File: config.mk
export PLATFORM = sky130hd
export DESIGN_NAME = lfsr_prng
export DESIGN_NICKNAME = d
export VERILOG_FILES = /design/src/rtl/lfsr_prng.sv
export SDC_FILE = /design/constraint.sdc
export NUM_CORES = 1
export LEC_CHECK = 0
export ABC_CLOCK_PERIOD_IN_PS = 2300
export BUFFER_PORTS_ARGS = -buffer_cell sky130_fd_sc_hd__buf_2
export CORE_UTILIZATION = 57
export DETAILED_ROUTE_END_ITERATION = 8
export HOLD_SLACK_MARGIN = 0.03
export PLACE_DENSITY = 0.82
export SLEW_MARGIN = 20
export SYNTH_ARGS = -nofsm -noshare
export SYNTH_HDL_FRONTEND = slang
export SYNTH_SLANG_ARGS = --single-unit
File: constraint.sdc
create_clock -name clk -period 2.3 [get_ports clk]
set_input_delay 0.23 -clock clk [delete_from_list [all_inputs] [get_ports clk]]
set_output_delay 0.23 -clock clk [all_outputs]
set_load 0.02 [all_outputs]
File: src/rtl/lfsr_prng.sv
// rtl/lfsr_prng.sv - XNOR Fibonacci LFSR pseudo-random source with word-request handshake
// Optional build macro: LFSR_LOCKUP_RECOVER_EN (all-ones state steps to all-zeros)
module lfsr_prng #(
  parameter int               WIDTH = 4,
  parameter logic [WIDTH-1:0] TAPS  = WIDTH'(4'b1100),
  parameter logic [WIDTH-1:0] SEED  = '0,
  parameter int               OUT_W = 8
) (
  input  logic             clk,
  input  logic             rst,
  input  logic             en,
  input  logic             load,
  input  logic [WIDTH-1:0] seed_in,
  input  logic             req,
  output logic [WIDTH-1:0] state,
  output logic             busy,
  output logic             word_valid,
  output logic [OUT_W-1:0] word,
  output logic             wrap,
  output logic             stuck
);

  // Counter must hold OUT_W itself, since completion is detected on reaching it.
  localparam int               CNT_W    = (OUT_W < 2) ? 1 : $clog2(OUT_W + 1);
  localparam logic [CNT_W-1:0] CNT_LAST = CNT_W'(OUT_W);

  logic [WIDTH-1:0] ref_state;
  logic [WIDTH-1:0] next_state;
  logic [OUT_W-1:0] acc;
  logic [OUT_W-1:0] acc_next;
  logic [CNT_W-1:0] cnt;
  logic [CNT_W-1:0] cnt_next;
  logic             fb_bit;
  logic             accept;
  logic             step;

  // A new word can only start when idle; load always wins over a request.
  assign accept   = req && !busy && !load;
  assign step     = !load && (en || busy || accept);
  assign cnt_next = accept ? CNT_W'(1) : cnt + CNT_W'(1);
  assign stuck    = &state;

  // Feedback and next state; the recovery build forces the lock-up state out to zero.
  always_comb begin
    fb_bit     = ~^(state & TAPS);
    next_state = {state[WIDTH-2:0], fb_bit};
`ifdef LFSR_LOCKUP_RECOVER_EN
    if (&state) begin
      fb_bit     = 1'b0;
      next_state = '0;
    end
`endif
  end

  // Single-bit words have nothing to keep from the previous accumulator value.
  generate
    if (OUT_W == 1) begin : g_acc_single
      assign acc_next = fb_bit;
    end else begin : g_acc_shift
      assign acc_next = {acc[OUT_W-2:0], fb_bit};
    end
  endgenerate

  // State, wrap reference and word handshake registers.
  always_ff @(posedge clk) begin
    if (rst) begin
      state      <= SEED;
      ref_state  <= SEED;
      busy       <= 1'b0;
      word_valid <= 1'b0;
      word       <= '0;
      wrap       <= 1'b0;
      cnt        <= '0;
      acc        <= '0;
    end else begin
      word_valid <= 1'b0;
      wrap       <= 1'b0;
      if (load) begin
        // Abort any word in progress; the partially built word is discarded.
        state     <= seed_in;
        ref_state <= seed_in;
        busy      <= 1'b0;
        cnt       <= '0;
      end else if (step) begin
        state <= next_state;
        wrap  <= (next_state == ref_state);
        if (accept || busy) begin
          acc <= acc_next;
          if (cnt_next == CNT_LAST) begin
            busy       <= 1'b0;
            cnt        <= '0;
            word       <= acc_next;
            word_valid <= 1'b1;
          end else begin
            busy <= 1'b1;
            cnt  <= cnt_next;
          end
        end
      end
    end
  end

endmodule

**After elaboration in Yosys (flattened, before gate mapping)**

Cells that the tools add are included.

- Register bits: 30
- Word-level logic and storage cells: 37

- $add $sub $neg: 1
- Eq/ne operators: 2
- Muxes and demuxes: 6
- Bitwise gates (word level): 3
- Reductions and logical operators: 17

Operators by type and width:

| operator | number |
|---|---|
| 4-bit 2-to-1 mux | 4 |
| 4-bit AND reduction | 2 |
| 4-bit by 1-bit adder with 4-bit output, second input constant | 1 |
| 4-bit equality test | 1 |
| 4-bit equality test, second input constant | 1 |
| 4-bit OR reduction | 1 |
| 4-bit XNOR reduction | 1 |
| 1-bit logical AND | 3 |
| 1-bit logical OR | 3 |
| 1-bit NOT | 3 |
| 3-bit AND reduction | 1 |
| 3-bit OR reduction | 1 |
| 1-bit logical NOT | 2 |
| 1-bit 2-to-1 mux | 2 |
| 2-bit AND reduction | 1 |
| 2-bit nonzero test | 1 |
| 2-bit OR reduction | 1 |

**Depth between registers and ports, before layout**

Gate-level depths: netlist of run 1.

- Word-level depth: 7
- Gate-level depth with buffers: 6
- Mapped depth without buffers: 5

**Worst setup path before layout of run 1**

No wires, ideal clock.

- Path type: register to register
- From: reg cnt[0]
- To: reg word[0]
- Setup time: 0.086 ns
- Arrival time: 1.461 ns
- Setup slack: 0.753 ns
- Stages on the path, launching flop included: 7
- Clock period less this slack: 1.547 ns
- Cell sequence: dfxtp_1 -> ha_1 -> and4bb_2 -> and2_1 -> buf_2 -> a21oi_1 -> a211oi_1

- Word-level cells in the longest chain between the ends: 4

Ends and longest elaborated chain:

| what | line | source |
|---|---|---|
| start: declaration | 31 | `logic [CNT_W-1:0] cnt;` |
| start signal: assignment | 96 | `cnt <= cnt_next;` |
| 4-bit by 1-bit adder with 4-bit output | 40 | `assign cnt_next = accept ? CNT_W'(1) : cnt + CNT_W'(1);` |
| 4-bit 2-to-1 mux | 40 |  |
| 4-bit equality test | 89 | `if (cnt_next == CNT_LAST) begin` |
| 4-bit AND reduction (no line) | -- |  |
| end signal: assignment | 92 | `word <= acc_next;` |
| end: declaration | 18 | `output logic [OUT_W-1:0] word,` |

No other way between the ends.
A chain may end at the register's enable or synchronous reset.

**Worst setup path after layout of run 1**

Same ends and word-level chain as after synthesis.

==> results.ini, run 1 <==
[setup_path]
arrival_ns=1.98
startpoint_type=flip-flop
critPathKind=reg2reg
worstPathMaxFanout=8
critical_path_required_ns=2.56
cp-end-kind=flip-flop

[detailed_routing]
wl_per_cell_um=13.23
vias=1104
first_pass_iters=4
ant_nets=0
drc=0
wirelength_um=2580
vias_per_cell=5.662
drtIter0Drc=29

[sta]
relSlewSlack_pct=60.38
fin_ws_ns=0.5713
setup_tns_ns=0
setup_viol=0
slew_viol_final=0
min_period_ns=1.729
worst-slew-pin-transition_ns=0.5901
rsz0062_at_grt=false
finClkSkew_ns=0.005809
hold_violations=0
fin_crit_sh_pct=75.16
fmax_mhz=578.5

[power]
power_leakage_uw=0.0005955
max-vdd-ir-drop_mv=0.5994
cellPowerDensity_nw_per_um2=722.9

[cts]
post_cts_buffers=0
clock-sinks=30
cts_root_buffer=clkbuf_4
hold_buffers=0
clock_latency_ns=0.33
cts_tree=built
cts_resized=0
path_clk_slew_ns=0.10
cts_buffers=5
h-tree-depth=2
clk_path_buf_depth=2

[cells_and_area]
drive_gt1_share_pct=22.02
num-fill-cells=171
final_nets=178
area_growth_pct=15.07
antenna_cells=0

[logic_synthesis]
synthArstFlopShare_pct=0
synth_ff_type=dfxtp_1
synth_seq_cells=30
syn-num-nets=154
synth_cell_type_count=32
synthTopCellsByArea=dfxtp_1 47%, a21oi_1 7.1%, mux2i_1 4.7%
synth-edff-count=0
netlist_area_um2=1270
synth-warning-count=0
synthCells=143
seq_area_frac_synth_pct=47.29
syn_avg_cell_area_um2=8.881
synth_most_common_cell=dfxtp_1
synth.largest_area_cell=dfxtp_1
synth_common_cells=30 x dfxtp_1, 18 x a21oi_1, 16 x nand2_1
netlist.area_leader.share_pct=47.29

[floorplanning]
die_h_um=49.20
rows=16
pin_count=25
start_util_pct=62.81
coreArea_um2=2022
die_w_um=49.20
dieArea_um2=2421

[outcome]
status=completed

[global_routing]
antenna_found_initial=0
grt_max_degree=26
grtUsageTotal_pct=23.54
grt_pass1_vias=957
grt_overflow_total=0
grt_pass1_wl_um=4229

[place]
port-buffer-count=24
pre_cts_ws_ns=0.5956
gp_congestion=0.7487
place_hpwl_um=1819

[hold_path]
hp-class=in2reg

[flow_run]
max_cap_violations=0

-- where the power goes --
part	leakage (uW)	internal (uW)	switching (uW)
Sequential	0.000244	534	16.1
Clock	0.0000450	225	187
Combinational	0.000306	37.2	57.6
-- state kept, by name (all words and copies together), names as in the netlist --
name and count:
state 4, acc 7, word_valid 1, cnt 4, busy 1, word 8
wrap 1, ref_state 4
-- worst paths after layout --
| kind | start | end | slack [ns] | cells past startpoint |
|---|---|---|---|---|
| max | cnt[0] | word[0] | 0.57 | 5 |
| min | seed_in[1] | ref_state[1] | 0.15 | 3 |
| max reg2reg | cnt[0] | word[0] | 0.57 | 5 |
| min reg2reg | acc[5] | acc[6] | 0.47 | 2 |
-- per-stage QoR --
stage,utilization [%],total power (uW),std cells,cell area (um2),hold slack [ns]
floorplan,-,629.0,143,1270,0.3772
global placement,68.44,651.8,187,1384,0.4506
detailed placement,68.44,655.3,187,1384,0.4631
CTS,72.28,1062,195,1461,0.1435
global route,72.28,1104,195,1461,0.1387
finish,72.28,1056,195,1461,0.1487
-- logic make-up after synthesis --
kind of cell	share of synthesized area (%)
xor gates and xnor gates	4.828
DFF	47.29
buffers and inverters	3.743
and+or+nand+nor	20.20
AOI/OAI and AO/OA	17.24
adders and majority gates	1.970
muxes	4.729
-- cell type report --
cell class	instances	area [um2]	share of cell area, %
multi-input combinational	104	621.8	42.55
sequential	30	600.6	41.10
timing repair buffer	24	120.1	8.219
clock inverter	3	40.04	2.740
clock buffer	5	37.54	2.568
tap	27	33.78	2.312
inverter	2	7.507	0.5137
-- cell usage in the layout (no fill, tap or decap), types with 2 or more instances in the layout --
cell type  count
o21ai_2        2
nand3b_1       2
a21oi_1       18
mux2i_1        6
nand3_1        7
and2_1         2
xor2_1         3
nor3_1         4
dfxtp_1       30
clkbuf_4       5
nand2_1       16
xnor2_1        4
ha_1           2
nor2_1        13
a211oi_1       6
o21ai_0        8
buf_2         24
clkinv_2       2
-- critical path: stages, from the launching register on --
cell and delay, ns:
dfxtp_1 0.44, ha_1 0.29, and4bb_2 0.31, and2_1 0.27
a21oi_1 0.11, a211oi_1 0.23
-- per-layer routing --
metal	GRT usage (%)	wire length, um	part of all wire, %
met1	27.52	1151	45
met2	38.36	1236	48
met3	8.411	145	5.6
met4	10.29	46	1.8
met5	0	0	0
No activity file was read; power rests on OpenSTA's default activity.
==> run 2: changes to the inputs <==
--- a/config.mk
+++ b/config.mk
@@ -5,12 +5,12 @@
 export SDC_FILE = /design/constraint.sdc
 export NUM_CORES = 1
 export LEC_CHECK = 0
-export ABC_CLOCK_PERIOD_IN_PS = 2300
+export ABC_CLOCK_PERIOD_IN_PS = 1700
 export BUFFER_PORTS_ARGS = -buffer_cell sky130_fd_sc_hd__buf_2
-export CORE_UTILIZATION = 57
+export CORE_UTILIZATION = 53
 export DETAILED_ROUTE_END_ITERATION = 8
 export HOLD_SLACK_MARGIN = 0.03
-export PLACE_DENSITY = 0.82
+export PLACE_DENSITY = 0.77
 export SLEW_MARGIN = 20
 export SYNTH_ARGS = -nofsm -noshare
 export SYNTH_HDL_FRONTEND = slang
==> constraint.sdc (replaced) <==
create_clock -name clk -period 1.7 [get_ports clk]
set_input_delay 0.17 -clock clk [delete_from_list [all_inputs] [get_ports clk]]
set_output_delay 0.17 -clock clk [all_outputs]
set_load 0.02 [all_outputs]
==> run 2 against run 1 <==
Against the previous run:
- hold slack worse by 0.050 ns
- power up 24%
- sequential share of layout area decreased by 0.16 points
- clock power up 5.1%
- maximum frequency is 9.2% higher
- utilization fell by 6.5 points
- non-clock buffer count is 3 higher
- combinational power grew 38%
- register-to-register slack got worse by 0.45 ns
- count of clock-buffer cells in the layout rose by 2
- clock skew grew 0.0090 ns
- sequential cell count unchanged
- critical path type unchanged
- largest power group unchanged
==> results.ini, run 2 (synthesized netlist as in run 1, its figures left out) <==
[detailed_routing]
wirelength_um=2516  ; -2.5%
ant_nets=0  ; unchanged
drtIter0Drc=20  ; -31%
drc=0  ; unchanged
vias_per_cell=5.508  ; -2.7%
wl_per_cell_um=12.64  ; -4.4%
first_pass_iters=4  ; unchanged
vias=1096  ; -0.72%

[global_routing]
met2_usage_pct=33.77  ; -4.6 points
grt_max_degree=26  ; unchanged
grt_overflow_total=0  ; unchanged
use_met1_pct=29.32  ; +1.8 points
use_met3_pct=7.143  ; -1.3 points
grt_pass1_wl_um=4195  ; -0.80%
antenna_found_initial=0  ; unchanged
top_usage_layer=met2
grtUsageTotal_pct=22.63  ; -0.91 points
grt_pass1_vias=948  ; -0.94%

[setup_path]
worstPathMaxFanout=9  ; +1
critical_path_required_ns=1.90  ; -0.66 ns
cp-end-kind=flip-flop
critPathKind=reg2reg
critPathSlowestCell=dfxtp_2
path_cells=ha_1 -> and4bb_2 -> nand2_1 -> o21ai_0 -> a21oi_1
startpoint_type=flip-flop
arrival_ns=1.79  ; -0.19 ns
critPathMaxStageDelay_ns=0.36  ; -0.08 ns

[cells_and_area]
fin_util_pct=65.83  ; -6.5 points
largest_reg_flops=8  ; unchanged
area_growth_pct=15.76
regMostFlops=word
final_cell_mix=29 x dfxtp_1, 24 x buf_2, 18 x a21oi_1
largest_registers=word: 8 flops, acc: 7 flops
drive_gt1_share_pct=23.98  ; +2.0 points
final_common_cell=dfxtp_1
final_nets=181  ; +1.7%
num-fill-cells=212  ; +24%
antenna_cells=0  ; unchanged
final_area_um2=1470  ; +0.60%

[place]
place_hpwl_um=1838  ; +1.0%
port-buffer-count=24  ; unchanged
gp_congestion=0.8192  ; +9.4%
place_area_um2=1408  ; +1.7%

[floorplanning]
pin_count=25  ; unchanged
rows=17  ; +1
start_util_pct=56.86  ; -5.9 points
die_w_um=50.95  ; +3.6%
dieArea_um2=2596  ; +7.2%
die_h_um=50.95  ; +3.6%
coreArea_um2=2233  ; +10%

[sta]
min_period_ns=1.584  ; -0.1452 ns
worst-slew-pin-transition_ns=0.6144  ; +0.02434 ns
finClkSkew_ns=0.01478  ; +0.008973 ns
fin_crit_sh_pct=93.15  ; +18 points
setup_viol=0  ; unchanged
fmax_mhz=631.5  ; +9.2%
hold_violations=0  ; unchanged
slew_viol_final=0  ; unchanged
relSlewSlack_pct=58.90  ; -1.5 points
rsz0062_at_grt=true

[cts]
cts_root_buffer=clkbuf_4
post_cts_buffers=0  ; unchanged
path_clk_slew_ns=0.10  ; about the same
cts_buffers=5  ; unchanged
h-tree-depth=2  ; unchanged
clock_latency_ns=0.33  ; about the same
cts_tree=built
clock-sinks=30  ; unchanged
clk_path_buf_depth=2  ; unchanged

[hold_path]
hp-class=in2reg

[power]
max-vdd-ir-drop_mv=0.6799  ; +13%
cellPowerDensity_nw_per_um2=888.8  ; +23%
finalPower_uw=1307  ; +24%
power_leakage_uw=0.0006025  ; +1.2%

[flow_run]
max_cap_violations=0  ; unchanged

[outcome]
status=completed

-- run 2: changes by cell type in the layout (fill, tap and decap cells not counted), sizes merged --
| cell | change |
|---|---|
| buf | +3 |
| bufinv | -1 |
| clkbuf | +2 |
| clkinv | -1 |
-- run 2: area by class of cell --
cell class / count / area, um2 / share of cell area (%)
Sequential cell: 30 / 601.8 / 40.94
Clock buffer: 7 / 55.05 / 3.745
Timing Repair Buffer: 27 / 142.6 / 9.702
Inverter: 2 / 7.507 / 0.5106
Multi-Input combinational cell: 104 / 623.1 / 42.38
Clock inverter: 1 / 5.005 / 0.3404
Tap cell: 28 / 35.03 / 2.383
-- run 2: layer usage --
| layer | wire, um | vias up | part of all wire [%] |
|---|---|---|---|
| li1 | - | 566 | - |
| met1 | 1240 | 508 | 49 |
| met2 | 1147 | 18 | 46 |
| met3 | 90 | 4 | 3.6 |
| met4 | 38 | 0 | 1.5 |
| met5 | 0 | - | 0 |
-- run 2: critical path: cells and delay by family (launching register included) --
family / cells / cell delay (ns)
AND/OR/NAND/NOR: 2 / 0.48
adder cells (fa/ha/maj): 1 / 0.31
flip-flops: 1 / 0.36
AO/OA/AOI/OAI: 2 / 0.30
-- run 2: report_power, final --
part           internal (uW)  leakage (uW)  switching, uW  total [uW]
Sequential               723      0.000245           19.9         742
Combinational           53.0      0.000323           77.9         131
Clock                    200     0.0000353            233         433
-- run 2: path summary, 6_finish.rpt --
kind         cells past startpoint  slack, ns       start            to
min                              3        0.1  seed_in[2]  ref_state[2]
max                              5       0.12      cnt[0]       word[7]
max reg2reg                      5       0.12      cnt[0]       word[7]
min reg2reg                      2       0.46      acc[6]        acc[6]
-- run 2: repair_timing --
action                                  CTS  global route
gates resized for setup                   0             4
hold buffers                              0             0
endpoints found under the hold margin     0             0
endpoints found under the setup margin    0             9
-- run 2: through the flow --
step	worst slack, ns	cells	setup TNS (ns)	hold WS (ns)
after floorplan	0.1532	143	0	0.3172
after global placement	0.1202	191	0	0.4197
after detailed placement	0.05565	191	0	0.4329
after CTS	0.03280	199	0	0.08736
after global routing	-0.008120	199	-0.01478	0.1043
final	0.1165	199	0	0.09839
